==> src/rtl/rca_pkg.sv <==
// Shared definitions for the wide add/subtract sequencer: slice width and FSM encoding.
package rca_pkg;

  localparam int WORD_W = 16;

  typedef enum logic [1:0] {
    IDLE = 2'd0,
    RUN  = 2'd1,
    DONE = 2'd2
  } state_t;

endpackage : rca_pkg

==> src/rtl/fulladder_16bit.sv <==
// 16-bit ripple-carry adder: one full-adder cell per bit, carry rippling LSB to MSB.
module fulladder_16bit (
  input  logic [15:0] i_a,
  input  logic [15:0] i_b,
  input  logic        i_cin,
  output logic [15:0] o_sum,
  output logic        o_cout
);

  logic [16:0] w_carry;

  assign w_carry[0] = i_cin;

  for (genvar g = 0; g < 16; g++) begin : g_cell
    assign o_sum[g]       = i_a[g] ^ i_b[g] ^ w_carry[g];
    assign w_carry[g + 1] = (i_a[g] & i_b[g]) | (w_carry[g] & (i_a[g] ^ i_b[g]));
  end

  assign o_cout = w_carry[16];

endmodule : fulladder_16bit

==> src/rtl/rca_wide_add_seq.sv <==
// Multi-precision add/subtract sequencer: one shared 16-bit adder processes a
// WORDS*16-bit operand pair one slice per cycle, LSW first, with a registered
// inter-slice carry. Valid/ready handshakes on both the request and result side.
module rca_wide_add_seq
  import rca_pkg::*;
#(
  parameter int WORDS = 4
) (
  input  logic                  clk,
  input  logic                  rst,
  input  logic                  in_valid,
  output logic                  in_ready,
  input  logic [WORDS*16-1:0]   in_a,
  input  logic [WORDS*16-1:0]   in_b,
  input  logic                  in_sub,
  input  logic                  in_cin,
  output logic                  out_valid,
  input  logic                  out_ready,
  output logic [WORDS*16-1:0]   out_sum,
  output logic                  out_cout,
  output logic                  out_ovf,
  output logic                  busy
);

  localparam int W     = WORDS * WORD_W;
  localparam int IDX_W = (WORDS > 1) ? $clog2(WORDS) : 1;

  state_t             r_state;
  state_t             w_state_nxt;
  logic [IDX_W-1:0]   r_idx;
  logic               r_carry;
  logic [W-1:0]       r_op_a;
  logic [W-1:0]       r_op_b;
  logic [W-1:0]       r_sum;
  logic               r_cout;
  logic               r_ovf;

  logic               w_accept;
  logic               w_last;
  logic [WORD_W-1:0]  w_slice_a;
  logic [WORD_W-1:0]  w_slice_b;
  logic [WORD_W-1:0]  w_slice_sum;
  logic               w_slice_cout;

  assign w_accept  = in_valid && (r_state == IDLE);
  assign w_last    = (r_idx == IDX_W'(WORDS - 1));
  assign w_slice_a = r_op_a[r_idx*WORD_W +: WORD_W];
  assign w_slice_b = r_op_b[r_idx*WORD_W +: WORD_W];

  fulladder_16bit u_fulladder_16bit (
    .i_a    (w_slice_a),
    .i_b    (w_slice_b),
    .i_cin  (r_carry),
    .o_sum  (w_slice_sum),
    .o_cout (w_slice_cout)
  );

  // State register.
  // NOTE: clocked state uses non-blocking (<=) so every register samples pre-edge values.
  always_ff @(posedge clk) begin
    if (rst) r_state <= IDLE;
    else     r_state <= w_state_nxt;
  end

  // Next-state logic: accept in IDLE, sweep slices in RUN, hold result in DONE.
  // NOTE: the default assignment first keeps this block free of inferred latches.
  always_comb begin
    w_state_nxt = r_state;
    case (r_state)
      IDLE:    if (w_accept)  w_state_nxt = RUN;
      RUN:     if (w_last)    w_state_nxt = DONE;
      DONE:    if (out_ready) w_state_nxt = IDLE;
      default:                w_state_nxt = IDLE;
    endcase
  end

  // Datapath: latch operands on accept, then add one slice per RUN cycle.
  always_ff @(posedge clk) begin
    if (rst) begin
      r_idx   <= '0;
      r_carry <= 1'b0;
      r_op_a  <= '0;
      r_op_b  <= '0;
      r_sum   <= '0;
      r_cout  <= 1'b0;
      r_ovf   <= 1'b0;
    end else if (w_accept) begin
      // Subtract is A + ~B + 1, so the inversion and the +1 happen here once.
      r_op_a  <= in_a;
      r_op_b  <= in_sub ? ~in_b : in_b;
      r_carry <= in_sub ? 1'b1 : in_cin;
      r_idx   <= '0;
    end else if (r_state == RUN) begin
      r_sum[r_idx*WORD_W +: WORD_W] <= w_slice_sum;
      r_carry <= w_slice_cout;
      r_idx   <= r_idx + 1'b1;
      if (w_last) begin
        r_cout <= w_slice_cout;
        r_ovf  <= (r_op_a[W-1] == r_op_b[W-1]) && (w_slice_sum[WORD_W-1] != r_op_a[W-1]);
      end
    end
  end

  assign in_ready  = (r_state == IDLE);
  assign busy      = (r_state != IDLE);
  assign out_valid = (r_state == DONE);
  assign out_sum   = r_sum;
  assign out_cout  = r_cout;
  assign out_ovf   = r_ovf;

endmodule : rca_wide_add_seq

==> config.mk <==
export PLATFORM = sky130hd
export DESIGN_NAME = rca_wide_add_seq
export DESIGN_NICKNAME = d
export VERILOG_FILES = /design/src/rtl/rca_pkg.sv /design/src/rtl/fulladder_16bit.sv /design/src/rtl/rca_wide_add_seq.sv
export SDC_FILE = /design/constraint.sdc
export NUM_CORES = 1
export LEC_CHECK = 0
export BUFFER_PORTS_ARGS = -buffer_cell sky130_fd_sc_hd__buf_4
export CAP_MARGIN = 20
export CORE_MARGIN = 10
export CORE_UTILIZATION = 35
export DETAILED_ROUTE_END_ITERATION = 6
export GPL_TIMING_DRIVEN = 0
export PLACE_DENSITY = 0.65
export SYNTH_ARGS = -nofsm -noshare
export SYNTH_HDL_FRONTEND = slang
export SYNTH_HIERARCHICAL = 1
export SYNTH_SLANG_ARGS = --single-unit
==> constraint.sdc <==
create_clock -name clk -period 7.8 [get_ports clk]
set_input_delay 0 -clock clk [delete_from_list [all_inputs] [get_ports clk]]
set_output_delay 0 -clock clk [all_outputs]
set_load 0.05 [all_outputs]
==> results of run 1 <==
[timing repair]
action                                  CTS  global route
gates resized for setup                  27             5
hold endpoints to repair                133             0
hold buffers                            131             0
setup buffers                             1             4
endpoints found under the setup margin   14             5
[synthesized netlist by cell type]
master    number
nor4b_4        2
mux2i_1        2
xnor2_1       64
a22o_1        48
a32oi_1       16
a22oi_1        1
and4_1         2
nor2_1        84
nand3b_1       2
a211oi_1      66
mux4_2        32
buf_1          1
buf_4          5
buf_6          3
fa_1          16
and3b_1        2
nor3b_1        1
nor2b_1       18
or3b_2         1
inv_1         14
nor3_1         2
ha_1           5
nand2b_1       1
clkbuf_2       1
clkbuf_1      31
o21bai_1       1
a21oi_1       71
nand2_1      133
dfxtp_1      199
buf_2         36
[state kept, by name, summed over array words and instances (netlist names)]
register	count
r_carry	1
out_sum	64
r_op_a	64
out_cout	1
out_ovf	1
r_idx	2
r_state	2
r_op_b	64
[worst min-delay path: cells and delay by family]
family / cells / cell delay, ns
xor+xnor: 1 / 0.18
compound gates: 1 / 0.06
buf+inv: 1 / 0.19
[kinds of logic after synthesis]
| group | after synthesis | synth area share [%] |
|---|---|---|
| flops | 199 | 46.4 |
| simple gates | 248 | 12.3 |
| compound gates | 203 | 16.6 |
| xor+xnor | 64 | 6.53 |
| buf+inv | 91 | 5.00 |
| mux | 34 | 8.63 |
| fa+ha+maj | 21 | 4.46 |
[metrics by stage]
| step | std cells | hold slack (ns) |
|---|---|---|
| CTS | 1546 | 0.0348 |
| finish | 1551 | 0.0508 |
| floorplan | 860 | 0.136 |
| global placement | 1384 | 0.249 |
| global route | 1551 | 0.0592 |
| detailed placement | 1384 | 0.257 |
[power groups by stage]
stage | sequential (mW) | combinational [mW] | clock [mW]
floorplan | 1.13 | 0.224 | 0
detailed placement | 1.12 | 0.392 | 0
finish | 1.10 | 0.461 | 0.875
CTS | 1.10 | 0.455 | 0.886
global route | 1.11 | 0.498 | 0.929
global placement | 1.12 | 0.385 | 0
[per-layer routing]
metal  up-vias  track usage, %  share of wire [%]
met4         0            6.27                2.1
li1       3712               -                  -
met5         -               0                  0
met2       251            30.4                 49
met1      3745            23.8                 44
met3        41            3.76                5.4
[worst min-delay path by stage]
stage          slack (ns)     start  cells after the start                 endpoint
6_report             0.05    in_sub                      3   r_op_b[0]$_SDFFE_PP0P_
3_5_place_dp         0.26  in_a[23]                      3  r_op_a[23]$_SDFFE_PP0P_
2_1_floorplan        0.14   in_a[0]                      2   r_op_a[0]$_SDFFE_PP0P_
4_1_cts              0.03    in_sub                      3   r_op_b[2]$_SDFFE_PP0P_
5_1_grt              0.06    in_sub                      3   r_op_b[2]$_SDFFE_PP0P_
3_3_place_gp         0.25  in_a[58]                      3  r_op_a[58]$_SDFFE_PP0P_
[final cells by class]
| cell class | count | area share, % |
|---|---|---|
| repair buffers | 336 | 22.8 |
| multi-input cells | 570 | 33.6 |
| clock buffers | 19 | 3.46 |
| well taps | 324 | 3.24 |
| plain buffers | 76 | 3.55 |
| flip-flops and latches | 199 | 31.9 |
| diodes | 1 | 0.0200 |
| clock inverters | 12 | 1.13 |
| inverters | 14 | 0.420 |
==> summary.txt, run 1 <==
Synth
  • Mean post-synth cell area: about 10 um^2
  • Synth top area cells: dfxtp_1 46%, mux4_2 8.4%, xnor2_1 6.5%, nand2_1 5.8%, a211oi_1 5.8%
  • Seq cells post-synth: 199
  • Syn Inst Count: between 800 and 900
  • Netlist cell types: 30
  • Cell taking the most area after synthesis: dfxtp_1
  • Synthesized area: roughly 8600 um^2
  • Syn nets: between 1,000 and 1,500
  • Post-synthesis sequential area ratio: about 46%
  • Yosys top cell area share: around 46%
  • Warnings from Yosys: 6

Clock network
  • Max Root-Sink Buffers: 2
  • TritonCTS clock tree: built
  • CTS buffer count: 17
  • Cell at the root of the clock tree: clkbuf_16
  • H-tree depth: 4
  • Clock Pin Slew Worst Setup and Hold Paths: 0.07 ns
  • # clock sinks: 199
  • Worst-Skew Late Latency: about 0.43 ns

Critical path
  • CP peak stage delay: around 0.55 ns
  • Critical Path End: out_sum[15]$_SDFFE_PP0P_
  • Worst R2R Start: r_idx[0]$_SDFFE_PP0P_
  • Crit-path max FO: 10
  • Worst Setup Start Kind: flop
  • Largest delay share family, worst path: adder cells
  • WP data arrival: roughly 8.0 ns
  • WP data required: about 8 ns
  • WS Path Type: reg2reg
  • FF-to-FF setup slack: about 0.21 ns
  • Crit. Startpoint: r_idx[0]$_SDFFE_PP0P_
  • CP Depth: 25
  • CP most frequent cell: fa_2
  • WP buf/inv: 6
  • Reg2reg end: out_sum[15]$_SDFFE_PP0P_
  • CP endpoint kind: flop
  • CP max stage cell: mux4_2
  • R2R depth: 25

Placement
  • Post-DP HPWL: approximately 22 mm
  • I/O Buffers: 200
  • Post-Place Cell Area: between 10,000 and 15,000 um^2
  • Post-place setup slack: -0.838 ns
  • GPL Wtd Cong: between 0.8 and 0.9

Route
  • DR pass1 iterations: 5
  • Via/cell ratio: roughly 5
  • DR vias: slightly below 8,000
  • 1st-iter DRT viols: between 500 and 600
  • Post-route ant nets: 0
  • Routed len/inst: 19.1 um
  • WL final: 29.6 mm
  • Post-route DRC: 0

Timing
  • Relative slew slack: between 50% and 60%
  • Worst Clk Skew: roughly 0.010 ns
  • Max frequency: 0.132 GHz
  • Fin Setup TNS: 0 ns
  • RSZ-0062 raised after global routing: no
  • Setup WS post-layout: ~0.21 ns
  • Tcrit/Tclk final: 97.3%
  • Final setup fails: 0
  • Fin. Hold Viols: 0
  • Tightest Pin Transition: 0.737 ns
  • Pins over their slew limit: 0
  • Min cycle time layout: 7.59 ns

Die
  • Core area: approximately 24,000 um^2
  • Initial core utilization: a little over a third
  • Die W: approximately 180 um
  • # IOs: between 200 and 250
  • Row cnt: 57
  • DIE AREA: roughly 31,000 um^2
  • Die Y: between 150 and 200 um

GRT
  • Vias in the first global route: between 8,000 and 9,000
  • Overall routing resource usage: a little under a fifth
  • Initial antenna violation count: 1
  • Pin count of the biggest net entering global routing: 18
  • Gr ovfl total: 0
  • First-pass GRT wire length: about 45 mm

Hold path
  • Hold WC Path Type: in2reg

Cells and area
  • Final instance area: 12,500 um^2
  • Multi-input gate area: roughly 4200 um^2
  • Most common cell after layout, fill and taps aside: buf_4
  • Final core utilization: between 50% and 60%
  • Fill cells: ~2,200
  • Register area: 3990 um^2
  • Area grow syn2layout: 45.9%
  • Share of cells above drive strength 1: between 20% and 30%
  • Nets: between 1,000 and 1,500
  • Commonest cells after routing, fill and taps aside: 210 x buf_4, 197 x dfxtp_1, 133 x nand2_1, 131 x dlygate4sd3_1, 84 x nor2_1

Job
  • Max-cap violations: 0

Pwr
  • Net switching power: about 660 uW
  • Part of the power in the clock network: a little over a third
  • Sw Share: 27.3%
  • Worst VDD drop: ~0.00012 V
  • P per Cell Area: approximately 190 nW/um^2
  • Int Power: 1.77 mW
  • Overall Power: 2.44 mW
  • Leak: 5.02 nW
  • Combinational power share: between 10% and 20%
  • Reg power frac: between 40% and 50%

Outcome
  • Outcome: finished clean
No activity file was read; power rests on OpenSTA's default activity.
==> run 2, diff against run 1 <==
--- a/config.mk
+++ b/config.mk
@@ -11,7 +11,7 @@
 export CORE_UTILIZATION = 35
 export DETAILED_ROUTE_END_ITERATION = 6
 export GPL_TIMING_DRIVEN = 0
-export PLACE_DENSITY = 0.65
+export PLACE_DENSITY = 0.63
 export SYNTH_ARGS = -nofsm -noshare
 export SYNTH_HDL_FRONTEND = slang
 export SYNTH_HIERARCHICAL = 1
==> constraint.sdc (replaced) <==
create_clock -name clk -period 7.1 [get_ports clk]
set_input_delay 0 -clock clk [delete_from_list [all_inputs] [get_ports clk]]
set_output_delay 0 -clock clk [all_outputs]
set_load 0.05 [all_outputs]
==> run 2 against run 1 <==
Against the previous run:
- sequential share of layout area down 0.15 points
- power up 11%
- register-to-register slack worse by 0.39 ns
- the flow now finishes with violations (setup timing)
- global-route usage up 0.24 points
- via count down 0.18%
- highest routed layer is now met5
- largest cell class unchanged
- cell count up 0.39%
- non-clock buffer count up 2
- count of clock-buffer cells in the layout unchanged
- clock power up 12%
- clock skew up 0.0020 ns
- critical path type unchanged
- critical path depth up 1
- fmax up 4.2%
==> summary.txt, run 2 (synthesized netlist as in run 1, its figures left out) <==
Clock network
  • Cell at the root of the clock tree: clkbuf_16
  • Clock Pin Slew Worst Setup and Hold Paths: 0.07 ns (about the same)
  • TritonCTS clock tree: built
  • H-tree depth: 4 (unchanged)
  • CTS buffer count: 17 (unchanged)
  • Worst-Skew Late Latency: 0.44 ns (about the same)
  • Max Root-Sink Buffers: 2 (unchanged)
  • # clock sinks: 199 (unchanged)

Timing
  • Hold WS: 0.0533 ns (+0.00250 ns)
  • Worst Clk Skew: 0.0125 ns (+0.00205 ns)
  • Min cycle time layout: 7.28 ns (-0.306 ns)
  • Fin. Hold Viols: 0 (unchanged)
  • Max frequency: 0.137 GHz (+4.2%)
  • Final setup fails: 5 (+5)
  • Pins over their slew limit: 0 (unchanged)
  • Fin Setup TNS: -0.801 ns (-0.801 ns)
  • Setup WS post-layout: -0.183 ns (-0.394 ns)
  • RSZ-0062 raised after global routing: yes
  • Tcrit/Tclk final: 103% (+5.3 points)
  • Tightest Pin Transition: 0.693 ns (-0.0433 ns)
  • Relative slew slack: 53.8% (+2.9 points)

Cells and area
  • Multi-input gate area: 4220 um^2 (+0.48%)
  • Fill cells: 2,237 (+0.045%)
  • Nets: 1,371 (+0.15%)
  • Most common cell after layout, fill and taps aside: buf_4
  • Register area: 3990 um^2 (unchanged)
  • Share of cells above drive strength 1: 27.7% (+0.99 points)
  • Fin cells: 1,557 (+0.39%)
  • Final core utilization: 51.9% (+0.24 points)
  • Commonest cells after routing, fill and taps aside: 212 x buf_4, 197 x dfxtp_1, 133 x nand2_1, 131 x dlygate4sd3_1, 84 x nor2_1
  • Area grow syn2layout: 46.6%
  • Final instance area: 12,600 um^2 (+0.47%)

GRT
  • Pin count of the biggest net entering global routing: 18 (unchanged)
  • Gr ovfl total: 0 (unchanged)
  • Overall routing resource usage: 18.8% (+0.24 points)
  • Initial antenna violation count: 4 (+3)
  • Vias in the first global route: 8,196 (+0.94%)
  • First-pass GRT wire length: 45.6 mm (+0.66%)

Die
  • # IOs: 203 (unchanged)
  • Die Y: 177 um (unchanged)
  • Initial core utilization: 35.4% (unchanged)
  • Die W: 177 um (unchanged)
  • Core area: 24,200 um^2 (unchanged)
  • Row cnt: 57 (unchanged)
  • DIE AREA: 31,200 um^2 (unchanged)

Outcome
  • Violated checks: setup timing
  • Outcome: finished, violations left

Job
  • Max-cap violations: 0 (unchanged)

Critical path
  • CP max stage cell: fa_1
  • CP peak stage delay: 0.41 ns (-0.14 ns)
  • CP most frequent cell: fa_2
  • Worst Setup Start Kind: flop
  • Crit-path max FO: 10 (unchanged)
  • WS Path Type: reg2reg
  • WP data arrival: 7.66 ns (-0.30 ns)
  • WP data required: 7.48 ns (-0.69 ns)
  • CP endpoint kind: flop

Placement
  • Post-DP HPWL: 22.3 mm (-0.46%)
  • GPL Wtd Cong: 0.830 (-3.3%)
  • I/O Buffers: 200 (unchanged)
  • Post-place setup slack: -0.490 ns (+0.348 ns)
  • Post-Place Cell Area: 10,600 um^2 (+0.71%)
  • DP Cell Count: 1,384 (unchanged)

Pwr
  • Combinational power share: 18.8% (about the same)
  • Part of the power in the clock network: 36.2% (+0.3 points)
  • P per Cell Area: 214 nW/um^2 (+10%)
  • Overall Power: 2.70 mW (+11%)
  • Reg power frac: 44.9% (-0.3 points)
  • Int Power: 1.96 mW (+10%)
  • Sw Share: 27.3% (+0.079 points)
  • Leak: 5.03 nW (+0.25%)
  • Worst VDD drop: 0.000145 V (+20%)
  • Net switching power: 737 uW (+11%)

Hold path
  • Hold WC Path Type: in2reg

Route
  • 1st-iter DRT viols: 568 (+5.4%)
  • Routed len/inst: 19.1 um (-0.12%)
  • DR pass1 iterations: 4 (-1)
  • Post-route ant nets: 0 (unchanged)
  • WL final: 29.7 mm (+0.27%)
  • Post-route DRC: 0 (unchanged)
  • DR vias: 7,735 (-0.18%)
  • Via/cell ratio: 4.97 (-0.57%)
[run 2: layout make-up]
class,count,share of cell area [%]
diodes,4,0.0796
plain buffers,76,3.56
clock buffers,19,3.52
clock inverters,13,1.14
inverters,14,0.418
multi-input cells,570,33.6
flip-flops and latches,199,31.7
well taps,324,3.22
repair buffers,338,22.8
[run 2: power by group through the flow]
stage | clock network, mW | registers (mW) | logic, mW
floorplan | 0 | 1.24 | 0.253
global placement | 0 | 1.23 | 0.434
detailed placement | 0 | 1.24 | 0.439
CTS | 0.991 | 1.21 | 0.505
global route | 1.03 | 1.22 | 0.548
finish | 0.977 | 1.21 | 0.508
[run 2: timing repair]
item | CTS | global route
buffers inserted | 6 | 1
endpoints found under the setup margin | 11 | 10
resized for setup | 15 | 3
hold buffers | 131 | 0
endpoints found under the hold margin | 133 | 0
pin swaps | 2 | 2
[run 2: critical path: cells and delay by family, from the launching register on]
kind	cells	cell delay (ns)
buffers and inverters	7	0.67
AND/OR/NAND/NOR	1	0.18
multiplexers	1	0.34
flip-flops	1	0.33
AO/OA/AOI/OAI	1	0.14
adder cells (fa/ha/maj)	16	5.53
[run 2: layer usage]
layer  up-vias  track usage, %  share of wire [%]
met5         -               0              0.044
met4         2            8.16                3.1
met3        62            4.08                5.3
met2       259            30.3                 47
met1      3690            23.7                 44
li1       3722               -                  -
[run 2: worst paths after layout]
path / startpoint / slack (ns) / cells after the start / to
min: in_sub / 0.05 / 3 / r_op_b[0]$_SDFFE_PP0P_
min reg2reg: r_op_a[28]$_SDFFE_PP0P_ / 0.45 / 2 / r_op_a[28]$_SDFFE_PP0P_
max: r_idx[1]$_SDFFE_PP0P_ / -0.18 / 26 / out_sum[31]$_SDFFE_PP0P_
max reg2reg: r_idx[1]$_SDFFE_PP0P_ / -0.18 / 26 / out_sum[31]$_SDFFE_PP0P_
